**config.mk**
```make
export PLATFORM = sky130hd
export DESIGN_NAME = vector_execute_stage
export DESIGN_NICKNAME = d
export VERILOG_FILES = /design/src/rtl/vector_execute_stage.sv
export SDC_FILE = /design/constraint.sdc
export NUM_CORES = 2
export LEC_CHECK = 0
export BUFFER_PORTS_ARGS = -buffer_cell sky130_fd_sc_hd__clkbuf_2
export CORE_ASPECT_RATIO = 0.5
export CORE_MARGIN = 2
export CORE_UTILIZATION = 45
export DETAILED_ROUTE_END_ITERATION = 8
export GPL_TIMING_DRIVEN = 0
export SYNTH_ARGS = -nofsm -noshare
export SYNTH_HDL_FRONTEND = slang
export SYNTH_HIERARCHICAL = 1
export SYNTH_SLANG_ARGS = --single-unit
```
**constraint.sdc**
```tcl
create_clock -name clk -period 11.3 [get_ports clk]
set_input_delay 2.26 -clock clk [delete_from_list [all_inputs] [get_ports clk]]
set_output_delay 2.26 -clock clk [all_outputs]
set_load 0.1 [all_outputs]
```
**src/rtl/vector_execute_stage.sv**
```systemverilog
// vector_execute_stage
//   Three-lane vector execute stage. Single-cycle ALU ops complete one edge
//   after issue; multiplies share one multiplier and walk the lanes over three
//   edges, holding upstream with stall while lanes 1 and 2 are still pending.
// Ports
//   clk, reset              rising-edge clock, synchronous active-high reset
//   valid_in                instruction present on the inputs
//   srcA/srcB/extend[0:2]   lane operand A, operand B (also store data), immediate
//   ALUSrc..FlagWrite       decoded controls; ALUControl op select; WA3 dest reg
//   stall                   upstream hold request (upstream loads on ~stall)
//   valid_out               an operation completed on the last edge
//   result/writeData[0:2]   lane result and srcB copy
//   RegWriteO..PCSrcO, WA3O registered controls / destination
//   flags                   {N,Z,C,V}, taken from lane 0

module vector_execute_stage_lane #(
  parameter int N = 18
) (
  input  logic [N-1:0] a_i,
  input  logic [N-1:0] b_i,
  input  logic [3:0]   op_i,
  output logic [N-1:0] y_o
);
  logic [N:0] sum_w;
  assign sum_w = {1'b0, a_i} + {1'b0, b_i};

  // Multiply (0111) is handled by the shared multiplier in the parent.
  always_comb begin
    y_o = '0;
    case (op_i)
      4'b0000: y_o = sum_w[N-1:0];
      4'b0001: y_o = a_i - b_i;
      4'b0010: y_o = a_i & b_i;
      4'b0011: y_o = a_i | b_i;
      4'b0100: y_o = a_i ^ b_i;
      4'b0101: y_o = (int'(b_i[4:0]) >= N) ? '0 : (a_i << b_i[4:0]);
      4'b0110: y_o = (int'(b_i[4:0]) >= N) ? '0 : (a_i >> b_i[4:0]);
      4'b1000: y_o = b_i;
      4'b1001: y_o = sum_w[N:1];
      default: y_o = '0;
    endcase
  end
endmodule

module vector_execute_stage #(
  parameter int N     = 18,
  parameter int LANES = 3
) (
  input  logic         clk,
  input  logic         reset,
  input  logic         valid_in,
  input  logic [N-1:0] srcA   [0:LANES-1],
  input  logic [N-1:0] srcB   [0:LANES-1],
  input  logic [N-1:0] extend [0:LANES-1],
  input  logic         ALUSrc,
  input  logic         RegWrite,
  input  logic         MemtoReg,
  input  logic         MemWrite,
  input  logic         PCSrc,
  input  logic         FlagWrite,
  input  logic [3:0]   ALUControl,
  input  logic [3:0]   WA3,
  output logic         stall,
  output logic         valid_out,
  output logic [N-1:0] result    [0:LANES-1],
  output logic [N-1:0] writeData [0:LANES-1],
  output logic         RegWriteO,
  output logic         MemtoRegO,
  output logic         MemWriteO,
  output logic         PCSrcO,
  output logic [3:0]   WA3O,
  output logic [3:0]   flags
);
  localparam logic [0:0] IDLE = 1'b0;
  localparam logic [0:0] MUL  = 1'b1;

  logic [0:0]   state_q, state_d;
  logic [1:0]   lane_q, lane_d;

  logic [N-1:0] opb   [0:LANES-1];
  logic [N-1:0] alu_y [0:LANES-1];

  // State captured at multiply issue; lane 0 is consumed immediately.
  logic [N-1:0] a1_q, a2_q, b1_q, b2_q, p0_q, p1_q;
  logic [N-1:0] wd_q [0:LANES-1];
  logic         rw_q, mtr_q, mw_q, pcs_q, fw_q;
  logic [3:0]   wa3_q;

  for (genvar g = 0; g < LANES; g++) begin : g_lane
    assign opb[g] = ALUSrc ? extend[g] : srcB[g];
    vector_execute_stage_lane #(.N(N)) u_lane (
      .a_i (srcA[g]),
      .b_i (opb[g]),
      .op_i(ALUControl),
      .y_o (alu_y[g])
    );
  end

  logic is_mul_op, start_mul, done_idle, done_mul;
  assign is_mul_op = (ALUControl == 4'b0111);
  assign start_mul = (state_q == IDLE) && valid_in && is_mul_op;
  assign done_idle = (state_q == IDLE) && valid_in && !is_mul_op;
  assign done_mul  = (state_q == MUL) && (lane_q == 2'd2);

  // Lane 2 is computed in the completing cycle, so upstream may advance then.
  assign stall = !reset && (start_mul || ((state_q == MUL) && (lane_q == 2'd1)));

  // Shared multiplier: lane 0 straight from the inputs at issue, then the
  // latched lane selected by the lane counter.
  logic [N-1:0] mul_a, mul_b, prod;
  always_comb begin
    mul_a = srcA[0];
    mul_b = opb[0];
    if (state_q == MUL) begin
      mul_a = (lane_q == 2'd2) ? a2_q : a1_q;
      mul_b = (lane_q == 2'd2) ? b2_q : b1_q;
    end
  end
  assign prod = mul_a * mul_b;

  // Lane 0 flags for the single-cycle path.
  logic [N:0]   sum0;
  logic         c0, v0;
  logic [3:0]   flags_idle, flags_mul;
  assign sum0 = {1'b0, srcA[0]} + {1'b0, opb[0]};
  always_comb begin
    c0 = 1'b0;
    v0 = 1'b0;
    if (ALUControl == 4'b0000) begin
      c0 = sum0[N];
      v0 = (srcA[0][N-1] == opb[0][N-1]) && (alu_y[0][N-1] != srcA[0][N-1]);
    end else if (ALUControl == 4'b0001) begin
      c0 = (srcA[0] >= opb[0]);
      v0 = (srcA[0][N-1] != opb[0][N-1]) && (alu_y[0][N-1] != srcA[0][N-1]);
    end
  end
  assign flags_idle = {alu_y[0][N-1], (alu_y[0] == '0), c0, v0};
  assign flags_mul  = {p0_q[N-1], (p0_q == '0), 2'b00};

  always_comb begin
    state_d = state_q;
    lane_d  = lane_q;
    case (state_q)
      IDLE: if (start_mul) begin
        state_d = MUL;
        lane_d  = 2'd1;
      end
      default: begin
        if (lane_q == 2'd1) begin
          lane_d = 2'd2;
        end else begin
          state_d = IDLE;
          lane_d  = 2'd0;
        end
      end
    endcase
  end

  always_ff @(posedge clk) begin
    if (reset) begin
      state_q   <= IDLE;
      lane_q    <= 2'd0;
      valid_out <= 1'b0;
      RegWriteO <= 1'b0;
      MemtoRegO <= 1'b0;
      MemWriteO <= 1'b0;
      PCSrcO    <= 1'b0;
      WA3O      <= 4'd0;
      flags     <= 4'd0;
      a1_q <= '0; a2_q <= '0; b1_q <= '0; b2_q <= '0; p0_q <= '0; p1_q <= '0;
      rw_q <= 1'b0; mtr_q <= 1'b0; mw_q <= 1'b0; pcs_q <= 1'b0; fw_q <= 1'b0;
      wa3_q <= 4'd0;
      for (int i = 0; i < LANES; i++) begin
        result[i]    <= '0;
        writeData[i] <= '0;
        wd_q[i]      <= '0;
      end
    end else begin
      state_q   <= state_d;
      lane_q    <= lane_d;
      valid_out <= done_idle || done_mul;
      RegWriteO <= 1'b0;
      MemWriteO <= 1'b0;

      if (start_mul) begin
        a1_q  <= srcA[1];
        a2_q  <= srcA[2];
        b1_q  <= opb[1];
        b2_q  <= opb[2];
        p0_q  <= prod;
        rw_q  <= RegWrite;
        mtr_q <= MemtoReg;
        mw_q  <= MemWrite;
        pcs_q <= PCSrc;
        fw_q  <= FlagWrite;
        wa3_q <= WA3;
        for (int i = 0; i < LANES; i++) wd_q[i] <= srcB[i];
      end

      if ((state_q == MUL) && (lane_q == 2'd1)) p1_q <= prod;

      if (done_idle) begin
        for (int i = 0; i < LANES; i++) begin
          result[i]    <= alu_y[i];
          writeData[i] <= srcB[i];
        end
        RegWriteO <= RegWrite;
        MemtoRegO <= MemtoReg;
        MemWriteO <= MemWrite;
        PCSrcO    <= PCSrc;
        WA3O      <= WA3;
        if (FlagWrite) flags <= flags_idle;
      end

      if (done_mul) begin
        result[0] <= p0_q;
        result[1] <= p1_q;
        result[2] <= prod;
        for (int i = 0; i < LANES; i++) writeData[i] <= wd_q[i];
        RegWriteO <= rw_q;
        MemtoRegO <= mtr_q;
        MemWriteO <= mw_q;
        PCSrcO    <= pcs_q;
        WA3O      <= wa3_q;
        if (fw_q) flags <= flags_mul;
      end
    end
  end
endmodule

```
==> summary.md <==
| Metric | Value |
|---|---|
| Status | `finished, violations left` |
| Violated checks | `capacitance limit` |
| I/O Buffers | `298` |
| Synth warn | `6` |
| CP arrival | `9790 ps` |
| Asr flop ratio synth | `0%` |
| Placed cells | `5481` |
| Crit path max-delay family | `adder cells` |
| Fmax | `0.107 GHz` |
| First DRT Iteration DRCs | `4665` |
| Clock transition at path regs | `60 ps` |
| Mapped Area | `32800 sq um` |
| Mapped Avg Cell Area | `7.76 sq um` |
| RSZ-0062 raised after global routing | `no` |
| Initial Util | `45.8%` |
| Sw frac | `56.3%` |
| Worst Hold Class | `reg -> reg` |
| Top cell type's share of synthesized area | `14.7%` |
| Worst setup margin | `2000 ps` |
| Mapped Cells | `4224` |
| Routed vias | `35900` |
| Final setup TNS | `0 ps` |
| Fin crit share | `82.3%` |
| Crit path buf inv count | `4` |
| Cts hold-fix bufs | `0` |
| P_leak | `15.3 nW` |
| Io pins | `301` |
| DR pass1 iterations | `6` |
| Hold slack | `454 ps` |
| Final hold viol count | `0` |
| First-pass GRT wire length | `230000 microns` |
| Post-synth top cells | `554 x nand2_1, 430 x nor2_1, 358 x a21oi_1` |
| Post-DR wirelength/cell | `28.8 microns` |
| Synth area leader | `dfxtp_1` |
| Net count, final | `5101` |
| Core area | `71600 sq um` |
| Clock sink total | `295` |
| Via-to-Cell Ratio | `6.48` |
| Rel. slew slack | `0.738%` |
| Largest net degree at the start of global routing | `36` |
| Antenna viol nets, final | `0` |
| CTS root buf | `clkbuf_16` |
| Post-DP Area | `35500 sq um` |
| Post-synthesis cell type count | `83` |
| CTS Buffer Depth | `3` |
| Dominant synthesized flop cell | `dfxtp_1` |
| Reg2reg start | `state_q` |
| Sw Pwr | `3.91 mW` |
| Clk_skew | `10.8 ps` |
| Clock power frac | `14.2%` |
| Maxcap violations | `2` |
| Top-count cell post-synth | `nand2_1` |
| Sequential power share | `16.6%` |
| PwrDens | `190 nW/um^2` |
| Die width | `386 microns` |
| Critical path type | `in -> reg` |
| Worst stage delay on the critical path | `850 ps` |
| CP most frequent cell | `fa_1` |
| #FFs+latches synth | `295` |
| Postcts setup bufs | `0` |
| CTS H-tree depth | `1` |
| Startpoint Class | `input pin` |
| Cell-by-cell trace of the critical path | `buf_6 -> buf_2 -> mux2_2 -> nor2_1 -> a31oi_1 -> nand2_1 -> fa_1 -> inv_1 -> fa_1 -> inv_1 -> fa_1 -> fa_1 -> fa_1 -> fa_1 -> xor2_1 -> xnor2_1 -> xnor2_1 -> xnor2_1 -> xnor2_1 -> xnor3_1 -> xor2_1 -> nand2_1 -> a21oi_1` |
| Total GRT Usage | `41.3%` |
| Post-CTS sizing | `0` |
| Post-Layout Cell Count | `5544` |
| Die Area | `75200 sq um` |
| DRC Markers | `0` |
| Worst setup path startpoint | `ALUSrc` |
| Tot Pwr | `6.94 mW` |
| Post-route design area | `36500 sq um` |
| Number of synthesized flops with an enable pin | `54` |
| Final setup viols | `0` |
| Seq/Total Area, Yosys | `19.7%` |
| Rows | `69` |
| Layout cells sized above 1 | `12.3%` |
| Worst Setup End Kind | `flop` |
| Peak supply drop | `0.000627 V` |
| Initial antenna violation count | `13` |
| CTS tree | `yes` |
| Number of global-route vias before repair | `33300` |
| CTS Buf Count | `29` |
| Max-slew violation count | `0` |
| GRT overflow | `0` |
| GPL Wtd Cong | `1.06` |
| Top cells by area in the synthesized netlist | `dfxtp_1 15%, ha_1 9.6%, fa_1 7.0%` |
| DP Wirelength | `128000 microns` |
| Synthesized Nets | `4770` |
| Clock Latency Late Sink | `560 ps` |
| Die H | `195 microns` |
| Power Internal | `3.04 mW` |
| Worst-margin pin slew | `1490 ps` |
| Post-place setup slack | `1380 ps` |
| Final Critical Period | `9300 ps` |
| Area Growth Syn to Fin | `11.2%` |
| Core Util, Final | `51.0%` |
| Worst path required time | `11790 ps` |
| Final wirelength | `160000 microns` |
| Crit path max fanout | `10` |
| Logic gate share of total power | `69.2%` |
| Critical path's slowest cell | `xor2_1` |
| Hold Startpoint | `result[39]` |
worst register-to-register path: cells and delay by family (launching register included):
family / cells / cell delay, ps
AO/OA/AOI/OAI: 3 / 690
XOR/XNOR: 1 / 1120
adder cells (fa/ha/maj): 7 / 3590
buffers and inverters: 13 / 2460
flip-flops: 1 / 350
AND/OR/NAND/NOR: 5 / 530
kinds of logic after synthesis:
group | share of synthesized area, %
AO/OA/AOI/OAI | 23.2
XOR/XNOR | 3.18
adder cells (fa/ha/maj) | 16.6
buffers and inverters | 7.55
flip-flops | 19.7
multiplexers | 9.16
AND/OR/NAND/NOR | 20.6
final cells by class:
cell class | instances | area, sq um
clock buffer | 46 | 820
clock inverter | 6 | 109
buffer | 284 | 1240
fill | 7199 | 35100
multi-input combinational | 3317 | 23900
timing repair buffer | 300 | 1520
tap | 958 | 1200
inverter | 328 | 1230
antenna | 10 | 25.0
sequential | 295 | 6450
routing by layer:
layer	global-route usage, %	vias to the layer above	part of all wire [%]
li1	-	15700	-
met1	58.1	17600	41
met2	59.8	2297	41
met3	10.4	379	12
met4	16.8	2	4.8
met5	0	-	0.0081
registers in the layout, summed over array words and instances, names as in the netlist, 2 cells and up:
| register | cells |
|---|---|
| WA3O | 4 |
| lane_q | 2 |
| p0_q | 18 |
| a1_q | 18 |
| flags | 4 |
| b1_q | 18 |
| wd_q | 54 |
| p1_q | 18 |
| b2_q | 18 |
| writeData | 54 |
| a2_q | 18 |
| wa3_q | 4 |
| result | 54 |
placed cells by master (no fill, tap or decap), types with 56 or more instances in the layout:
cell type	n
clkbuf_1	201
o21ai_0	169
and2_1	89
nor3_1	117
nor2_1	430
mux2i_1	58
mux2_2	67
nand2_1	554
xnor2_1	87
clkbuf_2	298
fa_1	115
inv_1	319
nand3_1	56
nor2b_1	59
a22oi_1	159
ha_1	252
dfxtp_1	241
a21oi_1	358
worst paths after layout:
kind,to,slack (ps),cells past startpoint
hold reg to reg,result[39],450,2
setup / recovery,result[17],2000,23
setup reg to reg,result[14],2520,29
hold / removal,result[39],450,2
power by group through the flow:
stage / Clock, mW / Combinational (mW) / Sequential, mW
final: 0.984 / 4.80 / 1.15
after global routing: 1.02 / 5.03 / 1.16
after CTS: 0.980 / 4.55 / 1.15
after detailed placement: 0 / 4.52 / 1.17
after global placement: 0 / 4.47 / 1.17
after floorplan: 0 / 2.40 / 1.36
No activity file was read; power rests on OpenSTA's default activity.
